<file path="config.mk">
export PLATFORM = sky130hd
export DESIGN_NAME = segment_scan_flat
export DESIGN_NICKNAME = d
export VERILOG_FILES = /design/src/rtl/segment_scan_if.sv /design/src/rtl/segment_scan.sv /design/src/flat_wrapper.sv
export SDC_FILE = /design/constraint.sdc
export NUM_CORES = 1
export LEC_CHECK = 0
export CAP_MARGIN = 20
export CORE_ASPECT_RATIO = 1.25
export CORE_MARGIN = 2
export CORE_UTILIZATION = 30
export DETAILED_ROUTE_END_ITERATION = 6
export PLACE_DENSITY_LB_ADDON = 0.08
export RECOVER_POWER = 50
export SLEW_MARGIN = 20
export SYNTH_ARGS = -nofsm -noshare
export SYNTH_HDL_FRONTEND = slang
export SYNTH_SLANG_ARGS = --single-unit
</file>
<file path="constraint.sdc">
create_clock -name clk -period 1.87 [get_ports clk]
set_clock_uncertainty 0.1 [all_clocks]
set_input_delay 0.187 -clock clk [delete_from_list [all_inputs] [get_ports clk]]
set_output_delay 0.187 -clock clk [all_outputs]
set_load 0.03 [all_outputs]
</file>
<file path="src/rtl/segment_scan_if.sv">
// Slave bus bundle for segment_scan: word-addressed register access with
// byte-lane write enables and a registered read response.
interface segment_scan_if;
  logic [2:0]  slave_address;
  logic        slave_write;
  logic [31:0] slave_writedata;
  logic [3:0]  slave_byteenable;
  logic        slave_read;
  logic [31:0] slave_readdata;

  modport master (
    output slave_address, slave_write, slave_writedata, slave_byteenable, slave_read,
    input  slave_readdata
  );

  modport slave (
    input  slave_address, slave_write, slave_writedata, slave_byteenable, slave_read,
    output slave_readdata
  );
endinterface

</file>
<file path="src/rtl/segment_scan.sv">
// Multiplexed 7-segment driver: register bank (digit bytes, blink mask, control)
// plus a scan engine with guard-band blanking. Optional hex decoder: SEGMENT_HEXDECODE_EN.
module segment_scan #(
  parameter int DIGITS    = 8,
  parameter int SCAN_DIV  = 17,
  parameter int GUARD     = 4,
  parameter int BLINK_DIV = 26
) (
  input  logic              clk,
  input  logic              reset_n,
  segment_scan_if.slave     bus,
  output logic [DIGITS-1:0] en,
  output logic [7:0]        seg_data
);
  localparam int IDX_W = $clog2(DIGITS);
  localparam logic [2:0] ADDR_BLINK  = 3'd4;
  localparam logic [2:0] ADDR_CTRL   = 3'd5;
  localparam logic [2:0] ADDR_STATUS = 3'd6;

  logic [8*DIGITS-1:0] digit_flat;
  logic [DIGITS-1:0]   blink_vec;
  logic                disp_en_reg;
  logic                hex_mode;
  logic [SCAN_DIV-1:0] pos_reg;
  logic [IDX_W-1:0]    idx_reg;
  logic [BLINK_DIV:0]  blink_cnt_reg;
  logic [31:0]         readdata_reg, readdata_next;
  logic [DIGITS-1:0]   en_reg, en_next;
  logic [7:0]          seg_reg, seg_next;
  logic [127:0]        digit_pad;
  logic [7:0]          cur_byte, shown_byte;
  logic                shown;

  // Each digit owns its byte and blink bit, so byte lanes map without muxing.
  genvar gi;
  generate
    for (gi = 0; gi < DIGITS; gi++) begin : g_digit
      localparam logic [2:0] WORD = 3'(gi / 4);
      logic [7:0] byte_reg;
      logic       blink_bit_reg;

      always_ff @(posedge clk) begin
        if (!reset_n) begin
          byte_reg      <= '0;
          blink_bit_reg <= 1'b0;
        end else if (bus.slave_write) begin
          if (bus.slave_address == WORD && bus.slave_byteenable[gi % 4])
            byte_reg <= bus.slave_writedata[8*(gi % 4) +: 8];
          if (bus.slave_address == ADDR_BLINK && bus.slave_byteenable[gi / 8])
            blink_bit_reg <= bus.slave_writedata[gi];
        end
      end

      assign digit_flat[8*gi +: 8] = byte_reg;
      assign blink_vec[gi]         = blink_bit_reg;
    end
  endgenerate

  always_ff @(posedge clk) begin
    if (!reset_n)
      disp_en_reg <= 1'b1;
    else if (bus.slave_write && bus.slave_address == ADDR_CTRL && bus.slave_byteenable[0])
      disp_en_reg <= bus.slave_writedata[0];
  end

`ifdef SEGMENT_HEXDECODE_EN
  logic hex_mode_reg;

  always_ff @(posedge clk) begin
    if (!reset_n)
      hex_mode_reg <= 1'b0;
    else if (bus.slave_write && bus.slave_address == ADDR_CTRL && bus.slave_byteenable[0])
      hex_mode_reg <= bus.slave_writedata[1];
  end

  assign hex_mode = hex_mode_reg;

  // Segments g..a in bits 6:0, active-high.
  function automatic logic [6:0] hex7(input logic [3:0] n);
    case (n)
      4'h0: hex7 = 7'h3F; 4'h1: hex7 = 7'h06; 4'h2: hex7 = 7'h5B; 4'h3: hex7 = 7'h4F;
      4'h4: hex7 = 7'h66; 4'h5: hex7 = 7'h6D; 4'h6: hex7 = 7'h7D; 4'h7: hex7 = 7'h07;
      4'h8: hex7 = 7'h7F; 4'h9: hex7 = 7'h6F; 4'hA: hex7 = 7'h77; 4'hB: hex7 = 7'h7C;
      4'hC: hex7 = 7'h39; 4'hD: hex7 = 7'h5E; 4'hE: hex7 = 7'h79; default: hex7 = 7'h71;
    endcase
  endfunction
`else
  assign hex_mode = 1'b0;
`endif

  // Digit index wraps explicitly so non-power-of-two digit counts (12) scan correctly.
  always_ff @(posedge clk) begin
    if (!reset_n) begin
      pos_reg       <= '0;
      idx_reg       <= '0;
      blink_cnt_reg <= '0;
    end else begin
      pos_reg       <= pos_reg + 1'b1;
      blink_cnt_reg <= blink_cnt_reg + 1'b1;
      if (&pos_reg)
        idx_reg <= (idx_reg == IDX_W'(DIGITS - 1)) ? '0 : idx_reg + 1'b1;
    end
  end

  assign digit_pad = 128'(digit_flat);

  always_comb begin
    readdata_next = '0;
    case (bus.slave_address)
      3'd0, 3'd1, 3'd2, 3'd3: readdata_next = digit_pad[{bus.slave_address[1:0], 5'b0} +: 32];
      ADDR_BLINK:             readdata_next = 32'(blink_vec);
      ADDR_CTRL:              readdata_next = {30'b0, hex_mode, disp_en_reg};
      ADDR_STATUS:            readdata_next = {27'b0, blink_cnt_reg[BLINK_DIV], 4'(idx_reg)};
      default:                readdata_next = '0;
    endcase
  end

  always_comb begin
    cur_byte   = digit_flat[{idx_reg, 3'b000} +: 8];
    shown_byte = cur_byte;
`ifdef SEGMENT_HEXDECODE_EN
    if (hex_mode)
      shown_byte = {cur_byte[4], hex7(cur_byte[3:0])};
`endif
    shown = disp_en_reg && (pos_reg >= SCAN_DIV'(GUARD)) &&
            (!blink_vec[idx_reg] || blink_cnt_reg[BLINK_DIV]);
    en_next  = '1;
    seg_next = '0;
    if (shown) begin
      en_next  = ~({1'b1, {(DIGITS-1){1'b0}}} >> idx_reg);
      seg_next = shown_byte;
    end
  end

  always_ff @(posedge clk) begin
    if (!reset_n) begin
      en_reg       <= '1;
      seg_reg      <= '0;
      readdata_reg <= '0;
    end else begin
      en_reg  <= en_next;
      seg_reg <= seg_next;
      if (bus.slave_read)
        readdata_reg <= readdata_next;
    end
  end

  assign en                 = en_reg;
  assign seg_data           = seg_reg;
  assign bus.slave_readdata = readdata_reg;
endmodule
</file>
<file path="src/flat_wrapper.sv">
// flat-port wrapper written by rule: the top's interface ports become plain ports
module segment_scan_flat 
#(
  parameter int DIGITS    = 8,
  parameter int SCAN_DIV  = 17,
  parameter int GUARD     = 4,
  parameter int BLINK_DIV = 26
)
  (clk, reset_n, en, seg_data, bus_slave_address, bus_slave_write, bus_slave_writedata, bus_slave_byteenable, bus_slave_read, bus_slave_readdata);
  segment_scan_if bus_i ();
  input  logic clk;
  input  logic reset_n;
  output logic [DIGITS-1:0] en;
  output logic [7:0] seg_data;
  input wire logic [$bits(bus_i.slave_address)-1:0] bus_slave_address;
  input wire logic [$bits(bus_i.slave_write)-1:0] bus_slave_write;
  input wire logic [$bits(bus_i.slave_writedata)-1:0] bus_slave_writedata;
  input wire logic [$bits(bus_i.slave_byteenable)-1:0] bus_slave_byteenable;
  input wire logic [$bits(bus_i.slave_read)-1:0] bus_slave_read;
  output wire logic [$bits(bus_i.slave_readdata)-1:0] bus_slave_readdata;
  assign bus_i.slave_address = bus_slave_address;
  assign bus_i.slave_write = bus_slave_write;
  assign bus_i.slave_writedata = bus_slave_writedata;
  assign bus_i.slave_byteenable = bus_slave_byteenable;
  assign bus_i.slave_read = bus_slave_read;
  assign bus_slave_readdata = bus_i.slave_readdata;
  segment_scan #(.DIGITS(DIGITS), .SCAN_DIV(SCAN_DIV), .GUARD(GUARD), .BLINK_DIV(BLINK_DIV)) u_core (.clk(clk), .reset_n(reset_n), .bus(bus_i), .en(en), .seg_data(seg_data));
endmodule
</file>
Word level (Yosys, flattened, before mapping)
Index checks and enable logic that the tools add are counted.
- register bits: 168
- bits in latches: 0
- RAM bits: 0
- bits in read-only memories: 0
- memories: 0
- add/sub/neg operators: 3
- multipliers: 0
- divide/modulo/power cells: 0
- magnitude comparators: 2
- equality and inequality tests: 7
- shifts and indexed selects: 3
- mux-type cells: 4
- bitwise logic cells: 1
- reductions and logical operators: 28
- operators by type and width (kind ; number):
    $pmux 32 s4 ; 1
    $shiftx 128x8->32 ; 1
    $shiftx 64x7->8 ; 1
    $add 27x1->27 const B ; 1
    $reduce_and 2->1 ; 10
    $add 17x1->17 const B ; 1
    $ge 17x3->1 const B ; 1
    $reduce_and 17->1 ; 1
    $logic_and 1x1->1 ; 13
    $eq 3x3->1 const B ; 4
    $not 8->8 ; 1
    $shr 8x3->8 const A ; 1
    $eq 3x2->1 const B ; 2
    $lt 3x4->1 const B ; 1
    $reduce_or 4->1 ; 1
    $add 3x1->3 const B ; 1
    $bmux 1 s3 ; 1
    $eq 3x1->1 const B ; 1
    $logic_not 3->1 ; 1
    $mux 3 ; 1
    $logic_not 1->1 ; 1
    $logic_or 1x1->1 ; 1
    $mux 1 ; 1

Depth between registers and ports, before layout
Gate-level depths: netlist (run 1).
- word-level depth: 6
- depth in mapped cells: 7
- gate-level depth less buffers: 7

Worst setup path after synthesis (run 1)
No wires, ideal clock.
- path kind: register -> register
- from: register u_core.pos_reg[0]
- to: register u_core.idx_reg[0]
- arrival: 1578 ps
- required time: 1642 ps
- slack: 65 ps
- cell stages (with the launch flop): 7
- buffers on the path: 0
- clock period less this slack: 1805 ps
- path through: dfxtp_1 ha_1 nand4_1 nor4_1 ha_1 mux2i_1 nor2_1
- word-level cells in the longest chain between the ends: 1
- ends and longest elaborated chain (what ; RTL line ; RTL):
    from (decl) ; segment_scan.sv:24 ; logic [SCAN_DIV-1:0] pos_reg;
    from (signal assigned) ; segment_scan.sv:98 ; pos_reg <= pos_reg + 1'b1;
    $reduce_and 17->1 ; segment_scan.sv:100 ; if (&pos_reg)
    to (signal assigned) ; segment_scan.sv:101 ; idx_reg <= (idx_reg == IDX_W'(DIGITS - 1)) ? '0 : idx_reg + 1'b1;
    to (decl) ; segment_scan.sv:25 ; logic [IDX_W-1:0] idx_reg;
No other way between the ends.
A chain may end at the register's enable or synchronous reset.

Worst setup path after layout (run 1)
- from: register u_core.readdata_reg[21] (netlist: u_core.bus.slave_readdata[21])
- to: output port bus_slave_readdata[21]
- RTL lines (what ; RTL line ; RTL):
    from (decl) ; segment_scan.sv:27 ; logic [31:0] readdata_reg, readdata_next;
    from (signal assigned) ; segment_scan.sv:144 ; readdata_reg <= readdata_next;
    to (decl) ; flat_wrapper.sv:20 ; output wire logic [$bits(bus_i.slave_readdata)-1:0] bus_slave_readdata;
No word-level cell between the ends.

==> metrics.yaml, run 1 <==
drt_iter0_markers: 262
status: "finished clean"
tightestPinTransition_ns: 0.467
reg2reg_slack_ns: 0.13
routedLengthMet1_um: 9390
synth_enable_flop_cells: 0
drc: 0
critical_path_arrival_ns: 1.48
diodes: 0
numCtsBuffers: 17
drtAntennaViolNets: 0
worst_ir_drop_vdd_mv: 0.539
seq_area_frac_synth: 0.452
required_ns: 1.58
final_area_sq_um: 9780
yosys-top-cells-area: "dfxtp_1 45%, nand2_1 6.0%, nand3_1 5.9%, a21oi_1 5.6%, mux4_2 5.1%"
nets: 1008
cts-root-buf: "clkbuf_16"
startpoint_type: "flip-flop"
netlist_instances: 833
cp_slowest_cell: "clkdlybuf4s50_1"
drv_slew: 0
cap_violations: 0
fp-row-count: 64
fin_setup_tns_ns: 0
top_layer: "met4"
largest_register_ffs: 64
die_h_um: 180
hold_depth: 3
gp_congestion: 0.767
dpl_cell_area_sq_um: 9150
ys_ff_latch: 168
synth_area_sq_um: 7450
min_period_ns: 1.77
grt-ovfl-total: 0
yosys.area.top_type_share: 0.452
design.die.area_sq_um: 26100
clk_pin_slew_ns: 0.07
rr_worst_depth: 4
regArea_sq_um: 3360
clock_sinks: 168
syn_nets: 886
wl_per_cell_um: 18.0
drtPass1Iterations: 4
synth_largest_area_cell: "dfxtp_1"
synthArstFlopShare: 0
setup_violations: 0
htreeDepth: 4
hpwl_um: 17300
endpoint_kind: "output port"
path_class: "flip-flop to output port"
wl_met3_um: 620
crit_fanout: 2
hold_path_class: "input pin to flip-flop"
synth.avg_cell_area_sq_um: 8.94
viasPerCell: 4.95
dr_total_vias: 6427
critical-path-max-stage-delay_ns: 0.71
leakage_uw: 0.00346
core-area_sq_um: 24400
drive_above_1_share: 0.147
fillers: 2529
grt_max_degree: 43
antenna_found_initial: 0
crit_family: "buffers and inverters"
hold_viol: 0
ys_warn_count: 0
multiInputGateArea_sq_um: 3830
crit_buf_inv: 1
min_to: "u_core.bus.slave_readdata[1]$_SDFFE_PN0P_"
grt_pass1_wl_um: 36700
boundaryPins: 91
synthToLayoutAreaGrowth_pct: 31.3
synth_ff_type: "dfxtp_1"
cts_buffer_depth: 2
routed_wl_um: 23400
fin_crit_sh: 0.946
insertion_delay_ns: 0.43
synth.distinct_cells: 50
tritoncts: "yes"
slew_headroom: 0.687
hp-start: "bus_slave_address[0]"
power_density_nw_per_um2: 782
max_freq_ghz: 0.565
rr_startpoint: "u_core.blink_cnt_reg[13]$_SDFF_PN0_"
io_buffers: 90
dr_wl_met2_um: 12800
track_usage: 0.181
initial_core_util: 0.305
grt_pass1_vias: 6388
r2r-end: "u_core.blink_cnt_reg[20]$_SDFF_PN0_"
die_w_um: 145
crit_chain: "clkdlybuf4s50_1"
grt_setup_unrepaired: "no"
metal layers:
| metal | track usage | vias up |
|---|---|---|
| met5 | 0 | - |
| met4 | 0.0638 | 0 |
| met3 | 0.0281 | 30 |
| met2 | 0.345 | 107 |
| met1 | 0.201 | 3074 |
| li1 | - | 3216 |
per-stage QoR:
stage	hold slack, ns	setup WS [ns]	std cells	total power, uW	utilization
floorplan	0.223	0.0646	833	3950	-
global placement	0.359	-0.112	1262	4230	0.375
detailed placement	0.362	-0.131	1262	4230	0.375
CTS	0.177	0.0270	1294	7760	0.399
global route	0.211	0.00432	1298	7940	0.400
finish	0.193	0.101	1298	7640	0.400
where the power goes:
group | switching (uW) | internal [uW] | total [uW]
clock network | 1570 | 1940 | 3510
registers | 32.7 | 3610 | 3640
logic | 271 | 222 | 492
total | 1870 | 5770 | 7640
repair_timing:
action	4_1_cts	5_1_grt
setup endpoints to repair	0	6
resized for setup	0	7
hold buffers	0	0
buffers inserted	0	3
kinds of logic after synthesis:
| logic type | synth area share |
|---|---|
| AOI/OAI and AO/OA | 0.131 |
| xor gates and xnor gates | 0.0282 |
| adders and majority gates | 0.0168 |
| buffers and inverters | 0.0413 |
| DFF | 0.452 |
| muxes | 0.104 |
| and+or+nand+nor | 0.227 |
placed cells by master (no fill, tap or decap), drive strengths merged, types with 17 or more instances in the layout:
master and count:
buf 67, a21oi 84, nand3 88, mux4 17, mux2i 30, dfxtp 168
nor2 57, nand4 17, nand2 120, clkdlybuf4s50 88, a2bb2oi 24, clkbuf 23
inv 19
cell usage after synthesis, types with 4 or more instances:
cell,number
xor2_1,10
a22oi_1,7
mux2_2,8
nand3_1,88
nor4_1,8
ha_1,10
inv_1,13
o21ai_0,15
and2_1,13
nand4_1,15
buf_2,18
clkbuf_1,35
mux2i_1,30
xnor2_1,14
dfxtp_1,168
and3_1,13
or4_1,8
mux4_2,17
o2bb2ai_1,5
a21oi_1,84
a2bb2oi_1,24
nor3_1,8
o31ai_1,8
nor2_1,57
o21a_1,4
nand2_1,119
cell type report:
cell class / instances / share of cell area
inverter: 13 / 0.00525
multi-input combinational: 595 / 0.392
clock inverter: 13 / 0.0133
tap: 330 / 0.0422
sequential: 168 / 0.344
timing repair buffer: 160 / 0.157
clock buffer: 19 / 0.0463
worst max path at each step:
stage / start / endpoint / slack [ns] / cells past startpoint
6_report: u_core.bus.slave_readdata[21]$_SDFFE_PN0P_ / bus_slave_readdata[21] / 0.10 / 1
5_1_grt: u_core.blink_cnt_reg[0]$_SDFF_PN0_ / u_core.blink_cnt_reg[26]$_SDFF_PN0_ / 0.004 / 6
4_1_cts: u_core.pos_reg[1]$_SDFF_PN0_ / u_core.idx_reg[1]$_SDFFE_PN0P_ / 0.03 / 6
3_5_place_dp: bus_slave_address[2] / u_core.bus.slave_readdata[7]$_SDFFE_PN0P_ / -0.13 / 7
3_3_place_gp: bus_slave_address[1] / u_core.g_digit[4].byte_reg[7]$_SDFFE_PN0P_ / -0.11 / 7
2_1_floorplan: u_core.pos_reg[0]$_SDFF_PN0_ / u_core.idx_reg[0]$_SDFFE_PN0P_ / 0.06 / 6
No activity file was read; power rests on OpenSTA's default activity.
==> run 2: changes to the inputs <==
--- a/config.mk
+++ b/config.mk
@@ -12,7 +12,6 @@
 export DETAILED_ROUTE_END_ITERATION = 6
 export PLACE_DENSITY_LB_ADDON = 0.08
 export RECOVER_POWER = 50
-export SLEW_MARGIN = 20
 export SYNTH_ARGS = -nofsm -noshare
 export SYNTH_HDL_FRONTEND = slang
 export SYNTH_SLANG_ARGS = --single-unit
==> results of run 2 <==
No change in the layout: final DEF, timing and power equal those of run 1.
==> run 3: changes to the inputs <==
==> constraint.sdc (replaced) <==
create_clock -name clk -period 1.8 [get_ports clk]
set_clock_uncertainty 0.1 [all_clocks]
set_input_delay 0.18 -clock clk [delete_from_list [all_inputs] [get_ports clk]]
set_output_delay 0.18 -clock clk [all_outputs]
set_load 0.03 [all_outputs]
==> metrics.yaml, run 3 (same netlist as run 1, synthesis figures left out) <==
synthToLayoutAreaGrowth_pct: 32.4
drc: 0  # unchanged
diodes: 0  # unchanged
setup_violations: 0  # unchanged
die_h_um: 180  # unchanged
drive_above_1_share: 0.149  # +0.00218
cap_violations: 0  # unchanged
final_common_cell: "dfxtp_1"
path_class: "flip-flop to output port"
startpoint_type: "flip-flop"
grt_setup_unrepaired: "no"
p_sw_uw: 1980  # +5.9%
wl_per_cell_um: 18.3  # +1.4%
nets: 1014  # +0.60%
reg2reg_slack_ns: 0.09  # -0.04 ns
fin_crit_sh: 0.977
drt_iter0_markers: 317  # +21%
use_met1: 0.202  # +0.000725
final_cell_mix: "165 x dfxtp_1, 118 x nand2_1, 88 x nand3_1, 88 x clkdlybuf4s50_1, 84 x a21oi_1"
largest_register_ffs: 64  # unchanged
worst-path-stages: 1  # unchanged
crit_chain: "clkdlybuf4s50_1"
worst_ir_drop_vdd_mv: 0.574  # +6.5%
r2r-end: "u_core.seg_data[0]$_SDFF_PN0_"
leakage_uw: 0.00352  # +1.9%
required_ns: 1.52  # -0.06 ns
initial_core_util: 0.305  # unchanged
met3_usage: 0.0268  # -0.00127
hold_path_class: "input pin to flip-flop"
slew_headroom: 0.610  # -0.0773
critical-path-max-stage-delay_ns: 0.69  # -0.02 ns
numCtsBuffers: 17  # unchanged
p_int_uw: 6360  # +10%
status: "finished clean"
boundaryPins: 91  # unchanged
grt_pass1_wl_um: 37300  # +1.7%
crit_fanout: 2  # unchanged
top_usage_layer: "met2"
die_w_um: 145  # unchanged
comb_power_share: 0.063  # about the same
cts-root-buf: "clkbuf_16"
critical_path_arrival_ns: 1.48  # about the same
rr_worst_depth: 5  # +1
insertion_delay_ns: 0.43  # about the same
gp_congestion: 0.804  # +4.8%
dpl_cell_area_sq_um: 9290  # +1.5%
crit_path_start: "u_core.bus.slave_readdata[0]$_SDFFE_PN0P_"
min_period_ns: 1.76
fp-row-count: 64  # unchanged
drtAntennaViolNets: 0  # unchanged
hold_buffers: 0  # unchanged
grt_pass1_vias: 6532  # +2.3%
worstSetupEndpoint: "bus_slave_readdata[0]"
netSwitchingFraction: 0.237  # -0.00738
tritoncts: "yes"
viasPerCell: 4.96  # +0.17%
hold_viol: 0  # unchanged
hpwl_um: 17800  # +2.7%
htreeDepth: 4  # unchanged
io_buffers: 90  # unchanged
crit_buf_inv: 1  # unchanged
grt-ovfl-total: 0  # unchanged
design.die.area_sq_um: 26100  # unchanged
grt_max_degree: 30  # -30%
clk_pin_slew_ns: 0.07  # about the same
drtPass1Iterations: 5  # +1
max_freq_ghz: 0.569
total_power_uw: 8340  # +9.2%
rr_startpoint: "u_core.idx_reg[0]$_SDFFE_PN0P_"
drv_slew: 0  # unchanged
power_density_nw_per_um2: 846  # +8.2%
endpoint_kind: "output port"
cp_slowest_cell: "clkdlybuf4s50_1"
grtUsageMet2: 0.352  # +0.00724
antenna_found_initial: 0  # unchanged
seqPwrFrac: 0.454  # -0.023
tightestPinTransition_ns: 0.585  # +0.118 ns
cts_buffer_depth: 2  # unchanged
final_area_sq_um: 9860  # +0.86%
dr_total_vias: 6468  # +0.64%
clkPwrFrac: 0.483  # +0.024
clock_sinks: 168  # unchanged
crit_family: "buffers and inverters"
track_usage: 0.182  # +0.00153
routed_wl_um: 23800  # +1.9%
core-area_sq_um: 24400  # unchanged
[run 3: worst min-delay path by stage]
stage	slack (ns)	cells after the start	endpoint	startpoint
after floorplan	0.22	2	u_core.g_digit[0].blink_bit_reg$_SDFFE_PN0P_	bus_slave_writedata[0]
after global placement	0.36	2	u_core.blink_cnt_reg[16]$_SDFF_PN0_	u_core.blink_cnt_reg[16]$_SDFF_PN0_
after detailed placement	0.37	2	u_core.g_digit[6].byte_reg[5]$_SDFFE_PN0P_	u_core.g_digit[6].byte_reg[5]$_SDFFE_PN0P_
after CTS	0.20	5	u_core.g_digit[2].byte_reg[6]$_SDFFE_PN0P_	bus_slave_address[0]
after global routing	0.19	5	u_core.g_digit[2].byte_reg[6]$_SDFFE_PN0P_	bus_slave_address[0]
final	0.20	5	u_core.g_digit[2].byte_reg[6]$_SDFFE_PN0P_	bus_slave_address[0]
[run 3: worst reg2reg max path: stages, from the launching register on]
cell and delay [ns]:
dfxtp_2 0.38, buf_12 0.19, mux4_2 0.54, nand2_1 0.08, nand2_1 0.11, and3_1 0.21
[run 3: metal layers]
layer	up-vias	part of all wire	routed length (um)
met5	-	0	0
met4	0	0.021	500
met3	19	0.027	655
met2	117	0.55	13200
met1	3093	0.40	9480
li1	3239	-	-
[run 3: cell type report]
| type | instances | area (sq um) |
|---|---|---|
| fill | 2445 | 14600 |
| clock buffer | 18 | 429 |
| inverter | 13 | 51.3 |
| sequential | 168 | 3370 |
| multi-input combinational | 595 | 3810 |
| clock inverter | 14 | 209 |
| timing repair buffer | 166 | 1580 |
| tap | 330 | 413 |
[run 3: power by group through the flow]
stage | registers, uW | logic (uW) | clock network [uW]
after floorplan | 3860 | 239 | 0
after detailed placement | 3870 | 557 | 0
final | 3780 | 525 | 4030
after global placement | 3870 | 561 | 0
after global routing | 3790 | 567 | 4280
after CTS | 3780 | 560 | 4150
[run 3: through the flow]
stage          worst slack (ns)   util  instances  hold WS (ns)  setup TNS, ns
2_1_floorplan            0.0955      -        833         0.216              0
3_3_place_gp             -0.192  0.380       1270         0.356          -7.06
3_5_place_dp             -0.200  0.380       1270         0.365          -7.42
4_1_cts                  0.0129  0.407       1302         0.195              0
5_1_grt                0.000256  0.404       1304         0.193              0
6_report                 0.0421  0.404       1304         0.203              0
[run 3: what timing repair did]
action                     4_1_cts  5_1_grt
setup endpoints to repair        0       19
gates resized for setup          0       10
setup buffers                    0        1
==> RTL edit 1, RTL diff (settings of run 2) <==
Remove the register `seg_reg`: a continuous assignment takes its place, so the output `seg_data` follows one clock earlier.
--- a/src/rtl/segment_scan.sv
+++ b/src/rtl/segment_scan.sv
@@ -136,9 +136,7 @@
     if (!reset_n) begin
       en_reg       <= '1;
-      seg_reg      <= '0;
       readdata_reg <= '0;
     end else begin
       en_reg  <= en_next;
-      seg_reg <= seg_next;
       if (bus.slave_read)
         readdata_reg <= readdata_next;
@@ -146,4 +144,6 @@
   end
 
+  assign seg_reg = seg_next;
+
   assign en                 = en_reg;
   assign seg_data           = seg_reg;
Function: changed (Yosys sat finds a counterexample within 10 cycles, from zero or initial values and one cycle with reset_n low).
==> RTL edit 1 against run 2 <==
The run now ends with negative setup slack left; critical path type unchanged; area after synthesis down 3.5%; sequential cell count down 8; critical path depth rose by 5; setup slack worse by 0.52 ns; wire length grew 3.6%; fmax fell by 23%; final area is 0.87% higher; global-route usage rose by 1.5 points; total power rose by 4.8%; sequential share of layout area fell by 1.8 points.
==> RTL edit 1: results (changes against run 2) <==
Run status
  – Status: finished with violations
  – Failing checks: negative setup slack

Placement
  – Routability congestion estimate: 0.829 (+8.0%)
  – Worst slack, placed: -0.137 ns (-0.00685 ns)
  – Post-placement cell count: 1228 (-2.7%)
  – Placed instance area: 9040 um2 (-1.2%)

Global routing
  – First-pass GRT wire length: 37.3 mm (+1.6%)
  – Gr usage total: 0.196 (+0.0155)
  – GR Layer Usage met1: 0.237 (+0.0357)
  – GR met3 Demand/Resource: 0.0354 (+0.00734)
  – Met2 Use GR: 0.349 (+0.00369)

Layout
  – Multi-In Gates: 584 (-1.8%)
  – Non-clk buf share: 0.168 (+0.0115)
  – Share of cells above drive strength 1: 0.201 (+0.0541)
  – Final Non-Filler Cells: 1268 (-2.3%)
  – Clk tree area frac: 0.0679 (+0.00824)
  – Non-CTS buffers: 181 (+13%)
  – Nets: 1016 (+0.79%)
  – Fill cell count: 2405 (-4.9%)

STA
  – Final worst-path setup slack: -0.419 ns (-0.521 ns)
  – Setup-failing EPs final: 15 (+15)
  – Worst Max-Slew Pin Slew: 1.05 ns (+0.581 ns)

Logic synthesis
  – Synth Area per Inst: 8.80 um2 (-1.6%)
  – Top area cells in the synthesized netlist: dfxtp_1 45%, a21oi_1 6.5%, nand2_1 5.8%
  – Synthesized area: 7190 um2 (-3.5%)
  – Top post-synthesis cells by count: 160 x dfxtp_1, 111 x nand2_1, 93 x a21oi_1

Detailed routing
  – Detailed Routing Iterations Pass 1: 5 (+1)
  – Metal2 WL: 12.5 mm (-2.0%)
  – Met3 routed wirelength: 827 um (+33%)
  – Routed len/inst: 19.1 um (+6.1%)

Min path
  – HP Start: bus_slave_writedata[15]

Worst setup path
  – Slowest cell on crit path: mux4_2
  – Top cell family by delay on the critical path: multiplexers
  – Critical path peak fanout: 6 (+4)
  – Arr. time, crit path: 2.00 ns (+0.52 ns)
  – Worst Setup SP: u_core.g_digit[3].blink_bit_reg$_SDFFE_PN0P_
  – Crit path largest cell delay: 0.49 ns (-0.22 ns)

Pwr
  – Combinational cell power: 0.000506 W (+3%)
## RTL edit 1: final timing paths
kind | endpoint | slack, ns | cells after the start
setup / recovery | seg_data[1] | -0.42 | 6
hold / removal | u_core.g_digit[1].byte_reg[7]$_SDFFE_PN0P_ | 0.24 | 3
setup reg to reg | u_core.en[5]$_SDFF_PN1_ | -0.03 | 6
hold reg to reg | u_core.g_digit[6].byte_reg[5]$_SDFFE_PN0P_ | 0.38 | 2
## RTL edit 1: timing repair
action                                  4_1_cts  5_1_grt
endpoints found under the setup margin       11       25
pin swaps                                     1       18
cloned                                        0        1
gates resized for setup                      16       25
setup buffers                                 1        6
hold endpoints to repair                      0        0
## RTL edit 1: cells by family after synthesis
kind of cell,Yosys count,synth area share
adders and majority gates,10,0.0174
AOI/OAI and AO/OA,169,0.143
xor gates and xnor gates,23,0.0280
and+or+nand+nor,326,0.219
muxes,55,0.107
buffers and inverters,74,0.0400
DFF,160,0.446
==> RTL edit 2, RTL diff (config.mk and constraints of run 2) <==
Made on the original files. `BLINK_DIV` is set to 26 in 2 places; all go to 52.
--- a/src/rtl/segment_scan.sv
+++ b/src/rtl/segment_scan.sv
@@ -5,5 +5,5 @@
   parameter int SCAN_DIV  = 17,
   parameter int GUARD     = 4,
-  parameter int BLINK_DIV = 26
+  parameter int BLINK_DIV = 52
 ) (
   input  logic              clk,
--- a/src/flat_wrapper.sv
+++ b/src/flat_wrapper.sv
@@ -5,5 +5,5 @@
   parameter int SCAN_DIV  = 17,
   parameter int GUARD     = 4,
-  parameter int BLINK_DIV = 26
+  parameter int BLINK_DIV = 52
 )
   (clk, reset_n, en, seg_data, bus_slave_address, bus_slave_write, bus_slave_writedata, bus_slave_byteenable, bus_slave_read, bus_slave_readdata);
Check against the original RTL: same outputs for any inputs over 4 cycles, from zero or initial values and one cycle with reset_n low; that may be too few to reach the edited logic, so the function may still have changed.
==> RTL edit 2 against run 2 <==
The run now ends with negative setup slack left; combinational power down 3%; count of clock-buffer cells in the layout is 4 higher; cell count rose by 16%; fmax is 11% lower; final area is 21% higher; area after synthesis up 15%; sequential cell count increased by 26; wire length up 9.1%; total power rose by 11%; sequential share of layout area shrank 1.3 points; setup slack worse by 0.22 ns; largest power group unchanged.
==> RTL edit 2: results (changes against run 2) <==
Run status
  – Status: finished with violations
  – Failing checks: negative setup slack

Logic synthesis
  – Top post-synthesis cells by count: 194 x dfxtp_1, 191 x nor2_1, 104 x mux2i_1
  – Mapped Cells: 920 (+10%)
  – Post-synthesis cell type count: 46 (-8.0%)
  – Seq/Total Area, Yosys: 0.454 (+0.00251)
  – Mapped Nets: 973 (+9.8%)
  – Top area cells in the synthesized netlist: dfxtp_1 45%, mux2i_1 12%, nor2_1 8.4%

Global routing
  – Vias in the first global route: 7071 (+11%)
  – Initial antenna violation count: 4 (+4)
  – First-pass GRT wire length: 39.0 mm (+6.3%)
  – Largest net degree at the start of global routing: 94 (+120%)

Layout
  – Final Non-Filler Cells: 1502 (+16%)
  – Share of cells above drive strength 1: 0.229 (+0.0819)
  – Nets: 1187 (+18%)

Detailed routing
  – Detailed Routing Iterations Pass 1: 6 (+2)
  – Detailed router's first-iteration violation count: 327 (+25%)
  – Vias per cell: 4.82 (-2.6%)

Min path
  – Worst Hold End: u_core.bus.slave_readdata[2]$_SDFFE_PN0P_

STA
  – Setup-failing EPs final: 5 (+5)
  – Fin Hold WS: 0.242 ns (+0.0491 ns)
  – Setup TNS: -0.255 ns (-0.255 ns)
  – Final worst-path setup slack: -0.114 ns (-0.215 ns)
  – Rel. slew slack: 0.682 (-0.00526)

Worst setup path
  – Critical path peak fanout: 5 (+3)
  – Reg2Reg Depth: 6 (+2)
  – Critical path class: flip-flop to flip-flop
  – Worst Setup EP: u_core.blink_cnt_reg[50]$_SDFF_PN0_
  – Reg2reg start: u_core.blink_cnt_reg[4]$_SDFF_PN0_

Pwr
  – Int Pwr: 0.00659 W (+14%)
  – Sequential share of power: 0.493 (+0.016)
  – Worst vdd ir: 0.536 mV (-0.65%)

Placement
  – Post-DP HPWL: 18.2 mm (+5.3%)
  – Worst slack, placed: -0.140 ns (-0.00894 ns)
  – Routability congestion estimate: 0.781 (+1.9%)
  – Placed instance area: 10800 um2 (+18%)
-- RTL edit 2: area by class of cell --
| class | instances | area, um2 | area share |
|---|---|---|---|
| Multi-Input combinational cell | 670 | 4710 | 0.399 |
| Sequential cell | 194 | 3910 | 0.331 |
| Timing Repair Buffer | 235 | 2070 | 0.175 |
| Clock buffer | 23 | 478 | 0.0405 |
| Tap cell | 355 | 444 | 0.0376 |
| Clock inverter | 8 | 128 | 0.0108 |
| Inverter | 16 | 62.6 | 0.00530 |
| Antenna cell | 1 | 2.50 | 0.000212 |
-- RTL edit 2: cells by family (layout without fill, tap and decap cells) --
logic type / after synthesis / count (layout) / synth area share
other: 0 / 1 / 0
muxes: 125 / 125 / 0.173
xor gates and xnor gates: 44 / 44 / 0.0451
DFF: 194 / 194 / 0.454
buffers and inverters: 58 / 282 / 0.0256
and+or+nand+nor: 391 / 393 / 0.221
AOI/OAI and AO/OA: 98 / 98 / 0.0660
adders and majority gates: 10 / 10 / 0.0146
-- RTL edit 2: metal layers --
| metal | wire length [um] | part of all wire | track usage |
|---|---|---|---|
| met5 | 38 | 0.0015 | 0 |
| met1 | 11000 | 0.43 | 0.200 |
| met3 | 780 | 0.031 | 0.0357 |
| met2 | 13300 | 0.52 | 0.314 |
| met4 | 467 | 0.018 | 0.0502 |
-- RTL edit 2: worst max-delay path, stage by stage (launching register included) --
cell and delay [ns]:
dfxtp_2 0.33, nand4_1 0.12, buf_4 0.17, nor4_4 0.36, nand3_4 0.16, or4_4 0.52
a21oi_2 0.14
-- RTL edit 2: what timing repair did --
action / CTS / global route
cloned: 3 / 0
setup buffers: 8 / 9
resized for setup: 10 / 45
pin swaps: 17 / 24
setup endpoints to repair: 16 / 37
